<file path="config.mk">
export PLATFORM = sky130hd
export DESIGN_NAME = fccc_lock_reset_seq
export DESIGN_NICKNAME = d
export VERILOG_FILES = /design/src/rtl/fccc_lock_reset_seq.sv
export SDC_FILE = /design/constraint.sdc
export NUM_CORES = 1
export LEC_CHECK = 0
export CAP_MARGIN = 40
export CORE_MARGIN = 2
export CORE_UTILIZATION = 35
export CTS_CLUSTER_SIZE = 30
export DETAILED_ROUTE_END_ITERATION = 12
export PLACE_DENSITY = 0.64
export SLEW_MARGIN = 20
export SYNTH_ARGS = -nofsm -noshare
export SYNTH_HDL_FRONTEND = slang
export SYNTH_SLANG_ARGS = --single-unit
export TNS_END_PERCENT = 20
</file>
<file path="constraint.sdc">
create_clock -name CLK0 -period 3.9 [get_ports CLK0]
set_clock_uncertainty 0.05 [all_clocks]
set_input_delay 0.39 -clock CLK0 [delete_from_list [all_inputs] [get_ports CLK0]]
set_output_delay 0.39 -clock CLK0 [all_outputs]
set_load 0.02 [all_outputs]
</file>
<file path="src/rtl/fccc_lock_reset_seq.sv">
// Lock supervisor and reset sequencer for the fabric CCC, clocked by the free-running CLK0.
// Sequences PLL reset, lock qualification and staggered GL0/GL1 reset release; forces relock on lock loss.
module fccc_lock_reset_seq #(
  parameter int unsigned LOCK_SYNC_STAGES   = 2,
  parameter int unsigned PLL_ARST_CYCLES    = 16,
  parameter int unsigned LOCK_STABLE_CYCLES = 1024,
  parameter int unsigned DOMAIN_GAP         = 32,
  parameter int unsigned UNLOCK_FILTER      = 8,
  parameter int unsigned RELOCK_TIMEOUT     = 65536
) (
  input  logic       CLK0,
  input  logic       RESET,
  input  logic       LOCK,
  input  logic       FORCE_RELOCK,
  output logic       PLL_ARST_N,
  output logic       GL0_RESET_N,
  output logic       GL1_RESET_N,
  output logic       READY,
  output logic [7:0] LOCK_LOSS_CNT,
  output logic       TIMEOUT_ERR,
  output logic [2:0] STATE
);

  localparam int unsigned MAX_A   = (PLL_ARST_CYCLES > LOCK_STABLE_CYCLES) ? PLL_ARST_CYCLES : LOCK_STABLE_CYCLES;
  localparam int unsigned MAX_B   = (DOMAIN_GAP > RELOCK_TIMEOUT) ? DOMAIN_GAP : RELOCK_TIMEOUT;
  localparam int unsigned CNT_MAX = (MAX_A > MAX_B) ? MAX_A : MAX_B;
  localparam int unsigned CNT_W   = $clog2(CNT_MAX + 1);
  localparam int unsigned LOW_W   = $clog2(UNLOCK_FILTER + 1);

  localparam logic [CNT_W-1:0] ARST_LAST = CNT_W'(PLL_ARST_CYCLES - 1);
  localparam logic [CNT_W-1:0] STAB_LAST = CNT_W'(LOCK_STABLE_CYCLES - 1);
  localparam logic [CNT_W-1:0] GAP_LAST  = CNT_W'(DOMAIN_GAP - 1);
  localparam logic [CNT_W-1:0] TMO_LAST  = CNT_W'(RELOCK_TIMEOUT - 1);
  localparam logic [LOW_W-1:0] FILT_LAST = LOW_W'(UNLOCK_FILTER - 1);

  typedef enum logic [2:0] {
    PLL_RST   = 3'd0,
    WAIT_LOCK = 3'd1,
    STABLE    = 3'd2,
    REL_GL0   = 3'd3,
    RUN       = 3'd4
  } state_t;

  state_t                state, nxt;
  logic [LOCK_SYNC_STAGES-1:0] sync;
  logic                  lock_s;
  logic [CNT_W-1:0]      cnt, cnt_nxt;
  logic [LOW_W-1:0]      low, low_nxt;
  logic                  timeout, loss;
  logic                  pll_q, gl0_q, run_q, err_q;
  logic [7:0]            loss_cnt;

  assign lock_s = sync[LOCK_SYNC_STAGES-1];

  always_comb begin
    nxt     = state;
    timeout = 1'b0;
    loss    = 1'b0;
    low_nxt = '0;
    cnt_nxt = '0;
    case (state)
      PLL_RST: begin
        if (cnt == ARST_LAST) nxt = WAIT_LOCK;
      end
      WAIT_LOCK: begin
        if (FORCE_RELOCK) nxt = PLL_RST;
        else if (cnt == TMO_LAST) begin
          nxt     = PLL_RST;
          timeout = 1'b1;
        end
        else if (lock_s) nxt = STABLE;
      end
      STABLE: begin
        if (FORCE_RELOCK) nxt = PLL_RST;
        else if (!lock_s) nxt = WAIT_LOCK;
        else if (cnt == STAB_LAST) nxt = REL_GL0;
      end
      REL_GL0, RUN: begin
        if (FORCE_RELOCK) nxt = PLL_RST;
        else if (!lock_s && (low == FILT_LAST)) begin
          nxt  = WAIT_LOCK;
          loss = 1'b1;
        end
        else if ((state == REL_GL0) && (cnt == GAP_LAST)) nxt = RUN;
      end
      default: nxt = PLL_RST;
    endcase

    // The low-run filter spans REL_GL0 and RUN, so it is not cleared on that entry.
    if (((nxt == REL_GL0) || (nxt == RUN)) && !lock_s) low_nxt = low + 1'b1;

    if (nxt != state)    cnt_nxt = '0;
    else if (state == RUN) cnt_nxt = cnt;
    else                 cnt_nxt = cnt + 1'b1;
  end

  always_ff @(posedge CLK0) begin
    if (RESET) begin
      state    <= PLL_RST;
      sync     <= '0;
      cnt      <= '0;
      low      <= '0;
      pll_q    <= 1'b0;
      gl0_q    <= 1'b0;
      run_q    <= 1'b0;
      err_q    <= 1'b0;
      loss_cnt <= '0;
    end
    else begin
      sync  <= {sync[LOCK_SYNC_STAGES-2:0], LOCK};
      state <= nxt;
      cnt   <= cnt_nxt;
      low   <= low_nxt;
      pll_q <= (nxt != PLL_RST);
      gl0_q <= (nxt == REL_GL0) || (nxt == RUN);
      run_q <= (nxt == RUN);
      if (loss && (loss_cnt != 8'hFF)) loss_cnt <= loss_cnt + 8'd1;
      if (timeout) err_q <= 1'b1;
    end
  end

  assign PLL_ARST_N    = pll_q;
  assign GL0_RESET_N   = gl0_q;
  assign GL1_RESET_N   = run_q;
  assign READY         = run_q;
  assign LOCK_LOSS_CNT = loss_cnt;
  assign TIMEOUT_ERR   = err_q;
  assign STATE         = state;

endmodule

</file>
==> results_dict.tcl <==
set metrics [dict create \
    clk_pin_slew_ps 80 \
    core_area_mm2 0.005574 \
    fin_total_pwr_mw 0.7827 \
    cap_violations 0 \
    final_nets 263 \
    cts_resized 0 \
    critPathMaxFanout 15 \
    synth_edf_count 0 \
    grt_pass1_vias 1608 \
    cts_tree "done" \
    crit_arrival_ps 2930 \
    ir_worst_vdd_v 0.0002739 \
    io_pins 20 \
    vias 1664 \
    setup_viol 0 \
    synthArstFlopShare_pct 0 \
    drive_above_1_share_pct 10.55 \
    r2r_start "cnt[4]" \
    syn_avg_cell_area_um2 8.508 \
    drcViolationCount 0 \
    post-route-util_pct 42.49 \
    seqPwrFrac_pct 51.8 \
    avgViaCountPerCell 5.073 \
    setup_slack_ps 1149 \
    sw_frac_of_total_pct 22.38 \
    grt_max_degree 19 \
    p_leak_nw 0.8256 \
    wl_per_cell_um 12.38 \
    combinationalPowerShare_pct 5.6 \
    synth_top_family_by_area "simple AND/OR/NAND/NOR gates" \
    routed_wl_mm 4.061 \
    tightest_slew_ps 686.2 \
    synth-xor-area-share_pct 9.865 \
    cts_buffer_depth 2 \
    dr.pass1.iters 4 \
    fin_tns_setup_ps 0 \
    relSlewSlack_pct 53.63 \
    dpl_cell_area_mm2 0.002243 \
    path_class "register to register" \
    cts_hold_buf 0 \
    io_buffers 19 \
    synth-main-ff-cell "dfxtp_1" \
    synthAdderAreaFrac_pct 2.451 \
    outcome "finished clean" \
    hold_start "sync[0]" \
    gr-total-overflow 0 \
    start_util_pct 36.63 \
    finalHoldViolations 0 \
    startpoint "cnt[4]" \
    grt_pass1_wl_mm 7.410 \
    track_usage_pct 14.55 \
    cts-buffers-inserted 5 \
    p_clk_share_pct 42.6 \
    cts.sinks 38 \
    dp_hpwl_mm 2.874 \
    drtIter0Drc 121 \
    synth_compound_area_share_pct 9.988 \
    antenna_found_initial 0 \
    dieArea_mm2 0.006461 \
    yosysWarningCount 0 \
    p_int_mw 0.6076 \
    insertion_delay_ps 300 \
    synth_cell_types 45 \
    rows 27 \
    syn_nets 248 \
    syn_inst 240 \
    place.gp.congestion 0.8483 \
    start_kind "register" \
    place_ws_ps 878.2 \
    die_w_um 80.38 \
    postRouteAntennaNets 0 \
    rsz0062_at_grt "false" \
    p_switching_mw 0.1752 \
    critPathCaptureType "register" \
    h-tree-depth 2 \
    p_per_area_mw_per_mm2 330.5 \
    synth-simple-area-share_pct 34.80 \
    yosysSeqAreaShare_pct 37.25 \
    synth_area_mm2 0.002042 \
    syn_to_final_growth_pct 15.99 \
    post-cts-setup-buffers 0 \
    ys_seq_elements 38 \
    fmax_mhz 363.5 \
    finalCritPeriodShare_pct 70.53 \
    layout_min_cycle_time_ps 2751 \
    cp.required_ps 4080 \
    synth_mux_area_share_pct 0.4902 \
    hp-class "register to register" \
    design_area_mm2 0.002369 \
    slew_violations 0 \
    diodes 0 \
    die_height_um 80.38 \
    root_buffer "clkbuf_8" \
]
-- registers in the layout, summed over array words and instances, names as in the netlist --
| signal | cells |
|---|---|
| STATE | 3 |
| PLL_ARST_N | 1 |
| sync | 2 |
| TIMEOUT_ERR | 1 |
| cnt | 17 |
| low | 4 |
| GL1_RESET_N | 1 |
| GL0_RESET_N | 1 |
| LOCK_LOSS_CNT | 8 |
-- path summary, 6_finish.rpt --
kind / end / slack [ps] / depth (start not counted)
min reg2reg: sync[1] / 400 / 1
max: cnt[9] / 1150 / 12
min: sync[1] / 400 / 1
max reg2reg: cnt[9] / 1150 / 12
-- cell usage in the layout (no fill, tap or decap), types with 2 or more instances in the layout --
master           synthesis  routed
nor2_2                  10      10
xnor2_1                 15      15
a21oi_1                  6       6
nand2_1                 30      30
or4_1                    3       3
a22oi_1                  2       2
nor3_2                   2       2
nor2b_1                  4       4
nand4_1                  7       7
ha_1                     4       4
nor4_1                   2       2
a211oi_2                 3       3
nor2_1                  27      27
nand3_1                 15      15
or3b_1                   3       3
nor4bb_1                 2       2
o21ai_1                  2       2
nand3b_1                 7       7
and3_1                   5       5
clkbuf_8                 0       5
o21ai_0                  3       3
clkdlybuf4s50_1          0      19
and2_1                   2       2
a211o_1                  2       2
a31oi_1                  2       2
inv_1                    5       5
nand2b_1                 4       4
dfxtp_1                 38      38
xor2_1                   8       8
-- power groups by stage --
stage | clock network (mW) | registers, mW | logic, mW
6_report | 0.333 | 0.406 | 0.0437
5_1_grt | 0.365 | 0.407 | 0.0513
4_1_cts | 0.342 | 0.405 | 0.0418
3_5_place_dp | 0 | 0.414 | 0.0413
3_3_place_gp | 0 | 0.414 | 0.0410
2_1_floorplan | 0 | 0.411 | 0.0370
-- through the flow --
stage,cells,hold slack [ps]
3_5_place_dp,319,386.9
5_1_grt,328,415.4
6_report,328,398.1
3_3_place_gp,319,370.1
4_1_cts,327,405.0
2_1_floorplan,240,363.8
-- kinds of logic (layout without fill, tap and decap cells) --
group / after synthesis / count (layout)
buffers and inverters: 18 / 34
AOI/OAI and AO/OA: 26 / 26
and+or+nand+nor: 130 / 130
adders and majority gates: 4 / 4
muxes: 1 / 1
xor gates and xnor gates: 23 / 23
DFF: 38 / 38
-- area by class of cell --
class / count / area, um^2
clock buffer: 6 / 72.57
multi-input combinational: 184 / 1176
tap: 72 / 90.09
sequential: 38 / 760.7
inverter: 5 / 18.77
timing repair buffer: 21 / 212.7
clock inverter: 2 / 37.54
fill: 563 / 3206
-- critical path, cell delays in order (launching register included) --
cell,delay (ps)
dfxtp_1,440
nand4_1,210
nor2_1,410
nand3_1,130
nor2_1,140
ha_1,230
nor2b_1,60
o21ai_1,150
a211o_1,180
a22oi_1,90
a41o_1,300
buf_8,190
nor2_2,100
-- cells in the mapped netlist, types with 2 or more instances --
library cell,number,share of area [%]
a211o_1,2,0.86
a211oi_2,3,1.8
a21oi_1,6,1.5
a22oi_1,2,0.74
a31oi_1,2,0.61
and2_1,2,0.61
and3_1,5,1.5
buf_2,3,0.74
buf_4,3,1.1
buf_6,3,1.7
clkbuf_1,4,0.74
dfxtp_1,38,37
ha_1,4,2.5
inv_1,5,0.92
nand2_1,30,5.5
nand2b_1,4,1.2
nand3_1,15,3.7
nand3b_1,7,2.6
nand4_1,7,2.1
nor2_1,27,5.0
nor2_2,10,3.1
nor2b_1,4,1.2
nor3_2,2,0.98
nor4_1,2,0.61
nor4bb_1,2,0.98
o21ai_0,3,0.74
o21ai_1,2,0.49
or3b_1,3,1.3
or4_1,3,1.1
xnor2_1,15,6.4
xor2_1,8,3.4
-- routing by layer --
layer | vias to the layer above | track usage [%] | routed length [um]
met2 | 24 | 21.83 | 1811
li1 | 865 | - | -
met3 | 7 | 3.034 | 124
met4 | 0 | 6.102 | 72
met1 | 768 | 20.12 | 2054
met5 | - | 0 | 0
No activity file was read; power rests on OpenSTA's default activity.
